--- src/rtl/zjh_timer_arb_pkg.sv ---
// ---------------------------------------------------------------------------
// zjh_timer_arb_pkg
// Shared definitions for the timed arbiter:
//   state_t        - two-state FSM encoding (IDLE=0, RUN=1)
//   N_REQ_DEF      - default number of requesters
//   CNT_W_DEF      - default hold-duration / counter width
//   ID_W           - width of the binary winner index (covers up to 4 requesters)
//   id_to_onehot() - helper turning a winner index into a 4-bit one-hot
// Optional feature macro used by the top: ZJH_TIMER_ARB_RR_EN
// ---------------------------------------------------------------------------
package zjh_timer_arb_pkg;

  typedef enum logic {
    ST_IDLE = 1'b0,
    ST_RUN  = 1'b1
  } state_t;

  localparam int N_REQ_DEF = 4;
  localparam int CNT_W_DEF = 4;
  localparam int ID_W      = 2;

  function automatic logic [3:0] id_to_onehot(input logic [ID_W-1:0] id);
    logic [3:0] oh;
    oh = 4'b0001 << id;
    return oh;
  endfunction

endpackage

--- src/rtl/zjh_cnt_dn.sv ---
// ---------------------------------------------------------------------------
// zjh_cnt_dn
// Loadable down-counter shared by all grants. Loading has priority over
// decrementing, and decrementing saturates at zero so the count never wraps.
// Ports:
//   Clk      - clock, rising edge
//   Clr_N    - asynchronous active-low clear (count forced to 0)
//   Load     - synchronous load of Load_val
//   Load_val - value to load
//   Dec_en   - decrement by one when nonzero
//   Cnt      - current count
//   Zero     - high when Cnt == 0
// ---------------------------------------------------------------------------
module zjh_cnt_dn #(
  parameter int W = 4
) (
  input  logic         Clk,
  input  logic         Clr_N,
  input  logic         Load,
  input  logic [W-1:0] Load_val,
  input  logic         Dec_en,
  output logic [W-1:0] Cnt,
  output logic         Zero
);

  logic [W-1:0] cnt_reg;
  logic [W-1:0] cnt_next;

  always_comb begin
    cnt_next = cnt_reg;
    if (Load) begin
      cnt_next = Load_val;
    end else if (Dec_en && (cnt_reg != '0)) begin
      cnt_next = cnt_reg - 1'b1;
    end
  end

  always_ff @(posedge Clk or negedge Clr_N) begin
    if (!Clr_N) begin
      cnt_reg <= '0;
    end else begin
      cnt_reg <= cnt_next;
    end
  end

  assign Cnt  = cnt_reg;
  assign Zero = (cnt_reg == '0);

endmodule

--- src/rtl/zjh_timer_arb.sv ---
// ---------------------------------------------------------------------------
// zjh_timer_arb
// Timed arbiter: picks one requester while idle, holds its grant for
// Dur+1 cycles (counting the shared counter down to zero), then pulses Done.
// Dropping the granted request aborts the grant with no Done pulse.
// Arbitration happens only in IDLE, so consecutive grants are separated by
// at least one idle cycle.
//
// Build option: define ZJH_TIMER_ARB_RR_EN for round-robin arbitration
// (search starts after the last winner); otherwise fixed priority, Req[0]
// highest, and no pointer register is built.
//
// Ports:
//   Clk    - clock, rising edge
//   MR_N   - asynchronous active-low master reset
//   Req    - per-requester request, held for the whole grant
//   Dur    - packed per-requester hold durations, slice i = Dur[i*CNT_W +: CNT_W]
//   Gnt    - one-hot grant, zero when idle
//   Gnt_id - binary index of the current / last winner
//   Cnt    - remaining count of the shared counter
//   Busy   - high while in RUN
//   Done   - one-cycle pulse on normal completion
// ---------------------------------------------------------------------------
module zjh_timer_arb
  import zjh_timer_arb_pkg::*;
#(
  parameter int N_REQ = N_REQ_DEF,
  parameter int CNT_W = CNT_W_DEF
) (
  input  logic                   Clk,
  input  logic                   MR_N,
  input  logic [N_REQ-1:0]       Req,
  input  logic [N_REQ*CNT_W-1:0] Dur,
  output logic [N_REQ-1:0]       Gnt,
  output logic [ID_W-1:0]        Gnt_id,
  output logic [CNT_W-1:0]       Cnt,
  output logic                   Busy,
  output logic                   Done
);

  // -------------------------------------------------------------------------
  // Unpack durations
  // -------------------------------------------------------------------------
  logic [CNT_W-1:0] dur_arr [N_REQ];

  generate
    for (genvar gi = 0; gi < N_REQ; gi++) begin : g_dur
      assign dur_arr[gi] = Dur[gi*CNT_W +: CNT_W];
    end
  endgenerate

  // -------------------------------------------------------------------------
  // State and registered outputs
  // -------------------------------------------------------------------------
  state_t           state_reg, state_next;
  logic [N_REQ-1:0] gnt_reg, gnt_next;
  logic [ID_W-1:0]  gnt_id_reg, gnt_id_next;
  logic             done_reg, done_next;
  logic             busy_reg;

  // Counter control
  logic             cnt_load;
  logic [CNT_W-1:0] cnt_load_val;
  logic             cnt_dec;
  logic [CNT_W-1:0] cnt_val;
  logic             cnt_zero;

  // Arbiter result
  logic             arb_valid;
  logic [ID_W-1:0]  arb_id;
  logic             grant_start;

  assign arb_valid = |Req;

  // -------------------------------------------------------------------------
  // Arbiter
  // -------------------------------------------------------------------------
`ifdef ZJH_TIMER_ARB_RR_EN
  logic [ID_W-1:0] ptr_reg;

  // Search order is ptr+1, ptr+2, ... wrapping modulo N_REQ; the first
  // requester found in that order wins.
  always_comb begin
    logic found;
    int   idx;
    arb_id = '0;
    found  = 1'b0;
    idx    = 0;
    for (int k = 1; k <= N_REQ; k++) begin
      idx = (int'(ptr_reg) + k) % N_REQ;
      if (!found && Req[idx]) begin
        found  = 1'b1;
        arb_id = ID_W'(idx);
      end
    end
  end

  always_ff @(posedge Clk or negedge MR_N) begin
    if (!MR_N) begin
      ptr_reg <= ID_W'(N_REQ - 1);
    end else if (grant_start) begin
      ptr_reg <= arb_id;
    end
  end
`else
  // Fixed priority: scanning downwards leaves the lowest set index.
  always_comb begin
    arb_id = '0;
    for (int k = N_REQ - 1; k >= 0; k--) begin
      if (Req[k]) begin
        arb_id = ID_W'(k);
      end
    end
  end
`endif

  // -------------------------------------------------------------------------
  // FSM next-state / output logic
  // -------------------------------------------------------------------------
  logic req_held;

  // The granted request is still present; using the one-hot grant avoids
  // indexing Req with the binary id.
  assign req_held = |(Req & gnt_reg);

  always_comb begin
    state_next   = state_reg;
    gnt_next     = gnt_reg;
    gnt_id_next  = gnt_id_reg;
    done_next    = 1'b0;
    grant_start  = 1'b0;
    cnt_load     = 1'b0;
    cnt_load_val = '0;
    cnt_dec      = 1'b0;

    case (state_reg)
      ST_IDLE: begin
        gnt_next = '0;
        if (arb_valid) begin
          state_next   = ST_RUN;
          grant_start  = 1'b1;
          gnt_next     = N_REQ'(id_to_onehot(arb_id));
          gnt_id_next  = arb_id;
          cnt_load     = 1'b1;
          cnt_load_val = dur_arr[arb_id];
        end
      end

      ST_RUN: begin
        if (!req_held) begin
          // Abort: clear the counter by loading zero, no Done.
          state_next = ST_IDLE;
          gnt_next   = '0;
          cnt_load   = 1'b1;
        end else if (cnt_zero) begin
          state_next = ST_IDLE;
          gnt_next   = '0;
          done_next  = 1'b1;
        end else begin
          cnt_dec = 1'b1;
        end
      end

      default: begin
        state_next = ST_IDLE;
        gnt_next   = '0;
      end
    endcase
  end

  always_ff @(posedge Clk or negedge MR_N) begin
    if (!MR_N) begin
      state_reg  <= ST_IDLE;
      gnt_reg    <= '0;
      gnt_id_reg <= '0;
      done_reg   <= 1'b0;
      busy_reg   <= 1'b0;
    end else begin
      state_reg  <= state_next;
      gnt_reg    <= gnt_next;
      gnt_id_reg <= gnt_id_next;
      done_reg   <= done_next;
      busy_reg   <= (state_next == ST_RUN);
    end
  end

  // -------------------------------------------------------------------------
  // Shared counter
  // -------------------------------------------------------------------------
  zjh_cnt_dn #(
    .W (CNT_W)
  ) u_cnt (
    .Clk      (Clk),
    .Clr_N    (MR_N),
    .Load     (cnt_load),
    .Load_val (cnt_load_val),
    .Dec_en   (cnt_dec),
    .Cnt      (cnt_val),
    .Zero     (cnt_zero)
  );

  assign Gnt    = gnt_reg;
  assign Gnt_id = gnt_id_reg;
  assign Cnt    = cnt_val;
  assign Busy   = busy_reg;
  assign Done   = done_reg;

endmodule

--- config.mk ---
export PLATFORM = sky130hd
export DESIGN_NAME = zjh_timer_arb
export DESIGN_NICKNAME = d
export VERILOG_FILES = /design/src/rtl/zjh_timer_arb_pkg.sv /design/src/rtl/zjh_cnt_dn.sv /design/src/rtl/zjh_timer_arb.sv
export SDC_FILE = /design/constraint.sdc
export NUM_CORES = 1
export LEC_CHECK = 0
export ABC_AREA = 1
export CAP_MARGIN = 5
export CORE_AREA = 10 10 54 56
export DETAILED_ROUTE_END_ITERATION = 16
export DIE_AREA = 0 0 64 66
export PLACE_DENSITY = 0.82
export SLEW_MARGIN = 0
export SYNTH_ARGS = -nofsm -noshare
export SYNTH_HDL_FRONTEND = slang
export SYNTH_SLANG_ARGS = --single-unit
--- constraint.sdc ---
create_clock -name Clk -period 2.7 [get_ports Clk]
set_input_delay 0.54 -clock Clk [delete_from_list [all_inputs] [get_ports Clk]]
set_output_delay 0.54 -clock Clk [all_outputs]
set_load 0.01 [all_outputs]
# == Word-level counts from Yosys, hierarchy flattened ==
# Index checks and enable logic that the tools add are counted.
# classes
add_sub_neg,1
mux,25
n_shift,1
eq_ne,1
magnitude_cmp,1
bitwise,3
n_reduce_logical,7
# ops
op,count
2-to-1 mux 4 bit,9
binary-select mux 4 bit (select 2 bit),1
2-to-1 mux 1 bit,8
2-to-1 mux 2 bit,4
one-hot mux 4 bit (2 select lines),1
OR reduction 4 bit,2
bitwise AND 4 bit,1
zero test 4 bit,1
one-hot mux 1 bit (2 select lines),2
nonzero test 4 bit,1
"left shift 1 x 2 -> 4 bit, first input constant",1
"subtractor 4 x 1 -> 4 bit, second input constant",1
">= comparator 3 bit, second input constant",1
"!= test 3 bit, second input constant",1
NOT 2 -> 3 bit,1
AND reduction 2 bit,1
nonzero test 2 bit,1
logical AND 1 bit,1
NOT 1 bit,1
# word_totals
inputBits,22
out_inout_bits,12
ff_bits,12

# == Longest topological paths before layout ==
# logic_depth
word_depth,11
depth_mapped,11
mapped_depth_nobuf,11

# == Modules after synthesis ==
# Synthesis repeated with hierarchy kept, for this count alone.
# unflattened
hier_cells,137
area_unflattened_um2,933.4
# modules_own_cells
module,seq_area_each_um2,n_inst,area_per_inst_um2,cells_each
zjh_timer_arb,200.2,1,638.1,91
zjh_cnt_dn,100.1,1,295.3,46

# == Worst setup path before layout ==
# OpenSTA, ideal clock, no wires.
# synth_timing
kind,input to register
start,in Req[2]
end,reg u_cnt.cnt_reg[2] (netlist: u_cnt.Cnt[2])
arrival_ps,1299
stages,9
required_time_ps,2580
setup_slack_ps,1281
path_cell_list,buf_4 nand2_1 nand2_1 nor2_4 inv_2 nand2_1 nand3_2 nor2_1 a21oi_1
# synth_between
elab_chain_len,10
word_cells_on_any_way,20
# synth_lines
item,line_no,source
"start, declared",zjh_timer_arb.sv:32,"input logic [N_REQ-1:0] Req,"
2-to-1 mux 2 bit (3 in series),zjh_timer_arb.sv:110,if (Req[k]) begin
NOT 2 -> 3 bit (implied by the code),zjh_timer_arb.sv:145,cnt_load_val = dur_arr[arb_id];
binary-select mux 4 bit (select 2 bit),zjh_timer_arb.sv:145,
2-to-1 mux 4 bit (implied by the code) (2 in series),zjh_timer_arb.sv:145,
2-to-1 mux 4 bit,zjh_timer_arb.sv:139,if (arb_valid) begin
2-to-1 mux 4 bit,zjh_timer_arb.sv:136,case (state_reg)
2-to-1 mux 4 bit,zjh_cnt_dn.sv:31,if (Load) begin
"end signal, assigned",zjh_cnt_dn.sv:42,cnt_reg <= cnt_next;
"end, declared",zjh_cnt_dn.sv:26,logic [W-1:0] cnt_reg;
# Parallel ways exist; a longest one is shown, timed or not. The select of a mux whose other input is x is not followed.
# A chain may end at the register's enable or synchronous reset.

# == Worst setup path in the final report ==
# layout_timing
start,reg busy_reg (netlist: Busy)
end,out Busy
# layout_rtl
item,line_no,source
"start, declared",zjh_timer_arb.sv:59,logic busy_reg;
"start signal, assigned",zjh_timer_arb.sv:183,busy_reg <= (state_next == ST_RUN);
"end, declared",zjh_timer_arb.sv:37,"output logic Busy,"
# No word-level cell between the ends.

==> flow_summary.json <==
{
  "outcome": "complete, no violations",
  "n_antenna_cell": 0,
  "cp_slowest_cell": "clkdlybuf4s50_1",
  "maxCapViolations": 0,
  "finalWeightedCongestion": 0.8117,
  "insertion_delay_ns": 0.28,
  "start_util_pct": 43.68,
  "cts_resized": 0,
  "synth_top_area_share_pct": 36.14,
  "crit_path_end_kind": "output port",
  "crit_buf_inv": 1,
  "grt_use_total_pct": 10.72,
  "cts_made_buffers": 3,
  "firstDrtPassIters": 4,
  "synth-edff-count": 0,
  "relSlewSlack_pct": 62.83,
  "drive_gt1_share_pct": 9.554,
  "clock_sinks": 12,
  "ys.flop_type": "dfrtp_1",
  "fin_crit_ns": 2.049,
  "multi_input_area_um2": 442.9,
  "viasPerCell": 4.804,
  "cellLeakagePower_nw": 0.5855,
  "slowest_delay_ns": 0.62,
  "ys_warn_count": 0,
  "finalMaxSlewViolations": 0,
  "grt_pass1_wl_um": 3636,
  "post_cts_buffers": 0,
  "min_path_cells": 2,
  "root_buffer": "clkbuf_4",
  "dieHeight_um": 66,
  "worst-path-stages": 1,
  "clk_path_buf_depth": 2,
  "p_per_area_mw_per_mm2": 806.3,
  "pin_count": 34,
  "overflow": 0,
  "postCtsHoldBufs": 0,
  "grt_max_degree": 13,
  "wl_per_cell_um": 11.84,
  "post-route-period-util_pct": 75.90,
  "worst_slew_pin_slew_ns": 0.5558,
  "synth_area_um2": 830.8,
  "finalSetupTns_ns": 0,
  "dp_hpwl_um": 1811,
  "required_ns": 2.16,
  "drc": 0,
  "fillCellCount": 179,
  "fin_area_mm2": 0.001207,
  "cts_tree": "done",
  "hold_path.class": "reg -> reg",
  "synthTopCellsByArea": "dfrtp_1, nand2_1, nand3_1",
  "clk_pin_slew_ns": 0.08,
  "fp.dieArea_mm2": 0.004224,
  "final_antenna_net_count": 0,
  "seq_area_um2": 300.3,
  "critical_path_arrival_ns": 1.51,
  "fin_skew_ns": 0.003077,
  "die_w_um": 64,
  "critPathMaxFanout": 11,
  "syn_inst": 123,
  "cp_top_family": "buffers and inverters",
  "via_count": 884,
  "cp-start-kind": "flop",
  "async_flop_share_pct": 100.0,
  "hold_viol": 0,
  "grt_pass1_vias": 840,
  "antenna_found_initial": 0,
  "r2r_cells": 11,
  "critPathKind": "reg -> out",
  "synthesis.nets": 146,
  "place_area_mm2": 0.001171,
  "drtIter0Drc": 26,
  "rsz0062_at_grt": "no",
  "area_growth_pct": 45.33,
  "ys_ff_latch": 12,
  "peakVddDrop_mv": 0.3854,
  "r2r_setup_slack_ns": 1.20,
  "rows": 16,
  "htreeDepth": 1,
  "port_buffers": 33,
  "layout.nets": 181,
  "syn_avg_cell_area_um2": 6.754,
  "ys_seq_area_share_pct": 36.14,
  "wl_um": 2179,
  "yosys.area.top_type": "dfrtp_1",
  "setup_viol": 0,
  "p_total_w": 0.0009735,
  "cp_cell_sequence": "clkdlybuf4s50_1",
  "yosys.cell_count.top_type": "nand2_1",
  "yosys-top-cells-count": "nand2_1, inv_1, nor2_1",
  "fmax_mhz": 488.0,
  "core_region_area_mm2": 0.001902,
  "synth_cell_types": 21
}
## kinds of logic (layout without fill, tap and decap cells)
logic type                 Yosys count  count (layout)  synth area share [%]
AOI/OAI and AO/OA                   13              13                 10.69
adders and majority gates            1               1                 1.506
buffers and inverters               20              54                 10.54
DFF                                 12              12                 36.14
and+or+nand+nor                     75              75                 39.00
xor gates and xnor gates             2               2                 2.109
## sequential cells by signal, indices dropped and copies added (netlist names)
signal / flops
Gnt: 4
u_cnt.Cnt: 4
Gnt_id: 2
Busy: 1
Done: 1
## report_power, final
part	leakage, nW	switching (W)	internal, W
clock	0.0210	0.0000646	0.0000823
combinational	0.410	0.000255	0.000251
sequential	0.155	0.0000778	0.000243
total	0.586	0.000397	0.000576
## layer usage
layer | track usage, % | share of wire (%)
met5 | 0 | 0
met4 | 8.197 | 2.8
met3 | 3.220 | 6.6
met2 | 18.66 | 49
met1 | 10.55 | 41
## final timing paths
check | from | endpoint
setup / recovery | Busy$_DFF_PN0_ | Busy
hold / removal | Gnt_id[1]$_DFFE_PN0P_ | Gnt_id[1]$_DFFE_PN0P_
setup reg to reg | u_cnt.Cnt[0]$_DFFE_PN0P_ | u_cnt.Cnt[3]$_DFFE_PN0P_
hold reg to reg | Gnt_id[1]$_DFFE_PN0P_ | Gnt_id[1]$_DFFE_PN0P_
max in group asynchronous | MR_N | u_cnt.Cnt[1]$_DFFE_PN0P_
min in group asynchronous | MR_N | Done$_DFF_PN0_
## per-stage QoR
step	hold WS (ns)	util, %	cells	setup slack, ns
4_1_cts	0.5108	63.49	184	0.6438
6_report	0.5040	63.49	184	0.6507
3_5_place_dp	0.4911	61.58	180	0.6033
3_3_place_gp	0.4862	61.58	180	0.6544
2_1_floorplan	0.2444	-	123	1.281
5_1_grt	0.5458	63.49	184	0.6040
## layout make-up
cell class,instances,share of cell area (%)
flip-flops and latches,12,24.87
multi-input cells,91,36.68
well taps,27,2.798
clock buffers,4,3.005
repair buffers,33,27.36
inverters,17,5.285
## layout by cell type, fill, tap and decap left out, types with 3 or more instances in the layout
cell             count
dfrtp_1             12
o21ai_0              4
clkbuf_4             3
a21oi_1              4
nor2_1              14
nand3_1             13
nand2_1             43
inv_2                3
clkdlybuf4s50_1     33
inv_1               14
(Power assumes the default switching activity.)
